## src/rtl/hbridge_driver.sv

```systemverilog
// Dual-channel H-bridge driver.
// Each channel runs its own STOP/FWD/REV/DEAD state machine. Both bridge legs are held
// off for DEAD_CYCLES clocks on every run-to-stop or reversal transition. A shared 12-bit
// PWM counter gates the enable pins against a per-channel duty that only changes at
// period boundaries.
// Optional feature: define HBRIDGE_SOFT_START_EN to ramp the duty up by RAMP_STEP per
// PWM period after each entry into FWD or REV.
module hbridge_driver #(
    parameter int unsigned DEAD_CYCLES = 1000,
    parameter int unsigned RAMP_STEP   = 64
) (
    input  logic        clk,
    input  logic        rst,
    input  logic [1:0]  directie_driverA,
    input  logic [1:0]  directie_driverB,
    input  logic [11:0] factor_dc_driverA,
    input  logic [11:0] factor_dc_driverB,
    output logic        in1_a,
    output logic        in2_a,
    output logic        in1_b,
    output logic        in2_b,
    output logic        en_a,
    output logic        en_b,
    output logic        busy_a,
    output logic        busy_b
);

    localparam logic [1:0] StStop = 2'd0;
    localparam logic [1:0] StFwd  = 2'd1;
    localparam logic [1:0] StRev  = 2'd2;
    localparam logic [1:0] StDead = 2'd3;

    // Counter only needs to hold DEAD_CYCLES-1.
    localparam int unsigned   CntW     = (DEAD_CYCLES > 2) ? $clog2(DEAD_CYCLES) : 1;
    localparam logic [CntW-1:0] DeadLoad = CntW'(DEAD_CYCLES - 1);

    // Index 0 is channel A, index 1 is channel B.
    logic [1:0][1:0]      cmd;
    logic [1:0][11:0]     target;
    logic [1:0][1:0]      state_q, state_d;
    logic [1:0][CntW-1:0] dead_q, dead_d;
    logic [1:0][11:0]     duty_q, duty_d;
    logic [1:0]           run_q, run_d;
    logic [1:0]           in1_q, in2_q, en_q, busy_q;
    logic [11:0]          pwm_q, pwm_d;
    logic                 boundary;

    assign cmd    = {directie_driverB, directie_driverA};
    assign target = {factor_dc_driverB, factor_dc_driverA};

    assign pwm_d    = pwm_q + 12'd1;
    assign boundary = (pwm_q == 12'hFFF);

    // Command decode used when leaving STOP or DEAD.
    function automatic logic [1:0] decode_cmd(input logic [1:0] c);
        case (c)
            2'b10:   decode_cmd = StFwd;
            2'b01:   decode_cmd = StRev;
            default: decode_cmd = StStop;
        endcase
    endfunction

    // Per-channel state transitions and dead-time counter.
    always_comb begin
        state_d = state_q;
        dead_d  = dead_q;
        for (int ch = 0; ch < 2; ch++) begin
            case (state_q[ch])
                StStop: state_d[ch] = decode_cmd(cmd[ch]);
                StFwd: begin
                    if (cmd[ch] != 2'b10) begin
                        state_d[ch] = StDead;
                        dead_d[ch]  = DeadLoad;
                    end
                end
                StRev: begin
                    if (cmd[ch] != 2'b01) begin
                        state_d[ch] = StDead;
                        dead_d[ch]  = DeadLoad;
                    end
                end
                StDead: begin
                    // Only the command present on the final DEAD clock matters.
                    if (dead_q[ch] == '0) begin
                        state_d[ch] = decode_cmd(cmd[ch]);
                    end else begin
                        dead_d[ch] = dead_q[ch] - CntW'(1);
                    end
                end
                default: state_d[ch] = StStop;
            endcase
        end
    end

    // Running flags for the current and next state.
    always_comb begin
        run_q = '0;
        run_d = '0;
        for (int ch = 0; ch < 2; ch++) begin
            run_q[ch] = (state_q[ch] == StFwd) || (state_q[ch] == StRev);
            run_d[ch] = (state_d[ch] == StFwd) || (state_d[ch] == StRev);
        end
    end

`ifdef HBRIDGE_SOFT_START_EN
    localparam logic [12:0] RampStep = (RAMP_STEP > 32'd4095) ? 13'd4095 : 13'(RAMP_STEP);

    logic [1:0][12:0] ramp_sum;
    logic [1:0][11:0] ramp_sat;

    // Soft start: restart at 0 on run entry, then step up toward the target each period.
    always_comb begin
        ramp_sum = '0;
        ramp_sat = '0;
        duty_d   = duty_q;
        for (int ch = 0; ch < 2; ch++) begin
            ramp_sum[ch] = {1'b0, duty_q[ch]} + RampStep;
            ramp_sat[ch] = ramp_sum[ch][12] ? 12'hFFF : ramp_sum[ch][11:0];
            if (run_d[ch] && !run_q[ch]) begin
                duty_d[ch] = 12'd0;
            end else if (boundary) begin
                // min() also applies a lowered target at the next boundary.
                duty_d[ch] = (ramp_sat[ch] < target[ch]) ? ramp_sat[ch] : target[ch];
            end
        end
    end
`else
    // Duty target is picked up only at the period boundary.
    always_comb begin
        duty_d = duty_q;
        for (int ch = 0; ch < 2; ch++) begin
            if (boundary) begin
                duty_d[ch] = target[ch];
            end
        end
    end
`endif

    // Shared free-running PWM counter.
    always_ff @(posedge clk or posedge rst) begin
        if (rst) begin
            pwm_q <= 12'd0;
        end else begin
            pwm_q <= pwm_d;
        end
    end

    // Channel state, dead counter and effective duty.
    always_ff @(posedge clk or posedge rst) begin
        if (rst) begin
            state_q <= {StStop, StStop};
            dead_q  <= '0;
            duty_q  <= '0;
        end else begin
            state_q <= state_d;
            dead_q  <= dead_d;
            duty_q  <= duty_d;
        end
    end

    // Registered outputs, decoded from the next state so legs follow the command in one edge.
    always_ff @(posedge clk or posedge rst) begin
        if (rst) begin
            in1_q  <= '0;
            in2_q  <= '0;
            en_q   <= '0;
            busy_q <= '0;
        end else begin
            for (int ch = 0; ch < 2; ch++) begin
                in1_q[ch]  <= (state_d[ch] == StFwd);
                in2_q[ch]  <= (state_d[ch] == StRev);
                en_q[ch]   <= run_d[ch] && (pwm_d < duty_d[ch]);
                busy_q[ch] <= (state_d[ch] == StDead);
            end
        end
    end

    assign in1_a  = in1_q[0];
    assign in2_a  = in2_q[0];
    assign en_a   = en_q[0];
    assign busy_a = busy_q[0];
    assign in1_b  = in1_q[1];
    assign in2_b  = in2_q[1];
    assign en_b   = en_q[1];
    assign busy_b = busy_q[1];

endmodule

```

## config.mk

```make
export PLATFORM = sky130hd
export DESIGN_NAME = hbridge_driver
export DESIGN_NICKNAME = d
export VERILOG_FILES = /design/src/rtl/hbridge_driver.sv
export SDC_FILE = /design/constraint.sdc
export NUM_CORES = 1
export LEC_CHECK = 0
export BUFFER_PORTS_ARGS = -buffer_cell sky130_fd_sc_hd__buf_2
export CELL_PAD_IN_SITES_DETAIL_PLACEMENT = 2
export CELL_PAD_IN_SITES_GLOBAL_PLACEMENT = 2
export CORE_MARGIN = 1
export CORE_UTILIZATION = 42
export DETAILED_ROUTE_END_ITERATION = 10
export PLACE_DENSITY_LB_ADDON = 0.1
export SETUP_SLACK_MARGIN = 0.2
export SLEW_MARGIN = 20
export SYNTH_ARGS = -nofsm -noshare
export SYNTH_HDL_FRONTEND = slang
export SYNTH_SLANG_ARGS = --single-unit
```

## constraint.sdc

```tcl
create_clock -name clk -period 4.56 [get_ports clk]
set_input_delay 0.228 -clock clk [delete_from_list [all_inputs] [get_ports clk]]
set_output_delay 0.228 -clock clk [all_outputs]
set_load 0.01 [all_outputs]
```

==> flow_summary.toml <==
[clock_tree]
cts_sinks = 68
root_buffer = "clkbuf_8"
cts_max_level = 3
cts_made_buffers = 9
cts_setup_buffers = 0
cts-hold-fix-buffers = 0
clkTransAtPathRegs_ns = 0.09
cts_tree = "done"
insertion_delay_ns = 0.35
post_cts_resized = 0
clk_path_buf_depth = 2

[yosys]
synth_compound_area_share_pct = 11.5
synth_mux_area_share_pct = 6.49
synth_edf_count = 0
synth-async-reset-ratio_pct = 100
synthAdderAreaFrac_pct = 12.4
synth_nets = 428
synthDistinctLibCells = 52
synth_xor_area_share_pct = 3.44
synth-simple-area-share_pct = 17.3
ys_seq_area_share_pct = 44.6
synth_warnings = 0
synth_seq_cells = 68
synthFlopType = "dfrtp_1"
synthCells = 361
avgSynthCellArea_um2 = 10.6
synth_top_family_by_area = "simple AND/OR/NAND/NOR gates"
syn_area_um2 = 3810

[timing]
fin_skew_ns = 0.0144
fmax_mhz = 323
period_needed_ns = 3.09
drv_slew = 0
setup_violations = 0
timing.hold.ws_ns = -0.0172
period_share_pct = 67.8
finalSetupTns_ns = 0
hold_viol = 24
tightest_slew_ns = 0.806
timing.slew.headroom_pct = 45.8
layout_setup_ws_ns = 1.47
rsz0062_at_grt = "false"

[drt]
vias_per_cell = 5.67
postRouteWirelength_um = 10400
drt_iter0_drc = 77
drcViolationCount = 0
wl_per_cell_um = 20.0
ant_nets = 0
dr.pass1.iters = 4
num_vias = 2947

[run_status]
status = "finished with violations"
violations = "hold timing"

[floorplanning]
core_um2 = 8760
die_area_um2 = 9470
boundaryPins = 38
die_w_um = 97.3
die_h_um = 97.3
start_util_pct = 43.5
rows = 34

[place]
placedCellCount = 504
placed_area_um2 = 4130
port_buffers = 37
place_ws_ns = 1.56
place_hpwl_um = 7430
gp_congestion = 0.799

[layout]
synthToLayoutAreaGrowth_pct = 13.3
drive_gt1_share_pct = 22.1
layout_common_cells = "dfrtp_1, ha_1, buf_2"
utilization_pct = 49.3
n_antenna_cell = 0
layout_commonest_cell = "dfrtp_1"
final_net_count = 474
final_cells = 520
postLayoutCellArea_um2 = 4320

[setup_path]
r2r-end = "en_q[0]$_DFF_PP0_"
reg2reg_depth = 12
critPathKind = "reg2reg"
critPathArrivalTime_ns = 3.34
cp_max_fo = 15
cp-start-kind = "flop"
reg2reg_slack_ns = 1.47
worst_ep_required_time_ns = 4.80
endpoint = "en_q[0]$_DFF_PP0_"
r2r-start = "pwm_q[0]$_DFF_PP0_"
crit_path_end_kind = "flop"
startpoint = "pwm_q[0]$_DFF_PP0_"

[run]
cap_violations = 0

[pwr]
p_leak_nw = 2.07
vdd_ir_drop_max_mv = 0.150
total_power_mw = 1.73
cellPowerDensity_nw_per_um2 = 400

[global_routing]
grt_pass1_vias = 3456
grt_pass1_wl_um = 17800
grt_use_total_pct = 23.9
grt_max_degree = 38
grt-ovfl-total = 0
antenna_found_initial = 0

[min_path]
hp-class = "in2async"
[layer usage]
layer	track usage, %	vias up	wire length (um)
met5	0	-	0
met1	28.2	1516	4400
met2	44.9	42	5700
met3	4.24	10	221
li1	-	1379	-
met4	5.43	0	101
[kinds of logic after synthesis]
| group | Yosys count |
|---|---|
| AND/OR/NAND/NOR | 110 |
| flip-flops | 68 |
| AO/OA/AOI/OAI | 65 |
| buffers and inverters | 41 |
| adder cells (fa/ha/maj) | 38 |
| multiplexers | 24 |
| XOR/XNOR | 15 |
[worst max-delay path, cell delays in order (launching register included)]
cell	delay, ns
dfrtp_1	0.45
ha_1	0.23
nand3_1	0.22
nor3_4	0.28
buf_4	0.32
mux2_2	0.39
inv_1	0.07
ha_1	0.25
a21oi_1	0.15
o21ai_0	0.10
a21oi_1	0.17
o211ai_1	0.12
nor3_1	0.23
[how the worst min path moves through the flow]
stage / end / cells past startpoint / slack, ns
2_1_floorplan: duty_q[10]$_DFF_PP0_ / 2 / 0.38
3_3_place_gp: in2_q[1]$_DFF_PP0_ / 2 / 0.37
3_5_place_dp: in2_q[1]$_DFF_PP0_ / 2 / 0.38
4_1_cts: in2_q[1]$_DFF_PP0_ / 2 / 0.002
5_1_grt: busy_q[1]$_DFF_PP0_ / 2 / 0.02
6_report: duty_q[15]$_DFF_PP0_ / 2 / -0.02
[final cells by class]
cell class	count	area, um^2
Clock buffer	10	128
Clock inverter	6	65.1
Fill cell	940	4440
Inverter	36	135
Multi-Input combinational cell	252	1950
Sequential cell	68	1700
Tap cell	108	135
Timing Repair Buffer	40	208
[sequential cells by signal, indices dropped and copies added, names as in the netlist]
name / count
en_q: 2
state_q: 4
in1_q: 2
dead_q: 20
in2_q: 2
busy_q: 2
duty_q: 24
pwm_q: 12
[Yosys cell counts (3+ instances only)]
cell type / instances / area, um^2
inv_1: 22 / 82.6
a21oi_1: 19 / 95.1
nand4_1: 12 / 75.1
or3_1: 6 / 37.5
a22o_1: 3 / 26.3
o21a_1: 3 / 22.5
xnor2_1: 6 / 52.6
o21ai_1: 8 / 40.0
nor2_1: 19 / 71.3
xor2_1: 9 / 78.8
inv_2: 14 / 52.6
buf_2: 3 / 15.0
nor2b_1: 7 / 43.8
nand2_1: 18 / 67.6
nand3_1: 7 / 35.0
o31ai_1: 4 / 30.0
and4_1: 6 / 52.6
nor4_1: 3 / 18.8
o21ai_0: 5 / 25.0
mux2_2: 6 / 67.6
dfrtp_1: 68 / 1700
nand2b_1: 8 / 50.1
mux2i_1: 18 / 180
a211oi_1: 5 / 37.5
ha_1: 37 / 463
nor3_1: 8 / 40.0
a31oi_1: 4 / 25.0
[power by group]
group          leakage, nW  internal, mW  switching, mW
clock               0.0962         0.253          0.247
sequential           0.841         0.668         0.0682
combinational         1.13         0.183          0.308
Note: power is estimated with default switching activity, not from simulation.
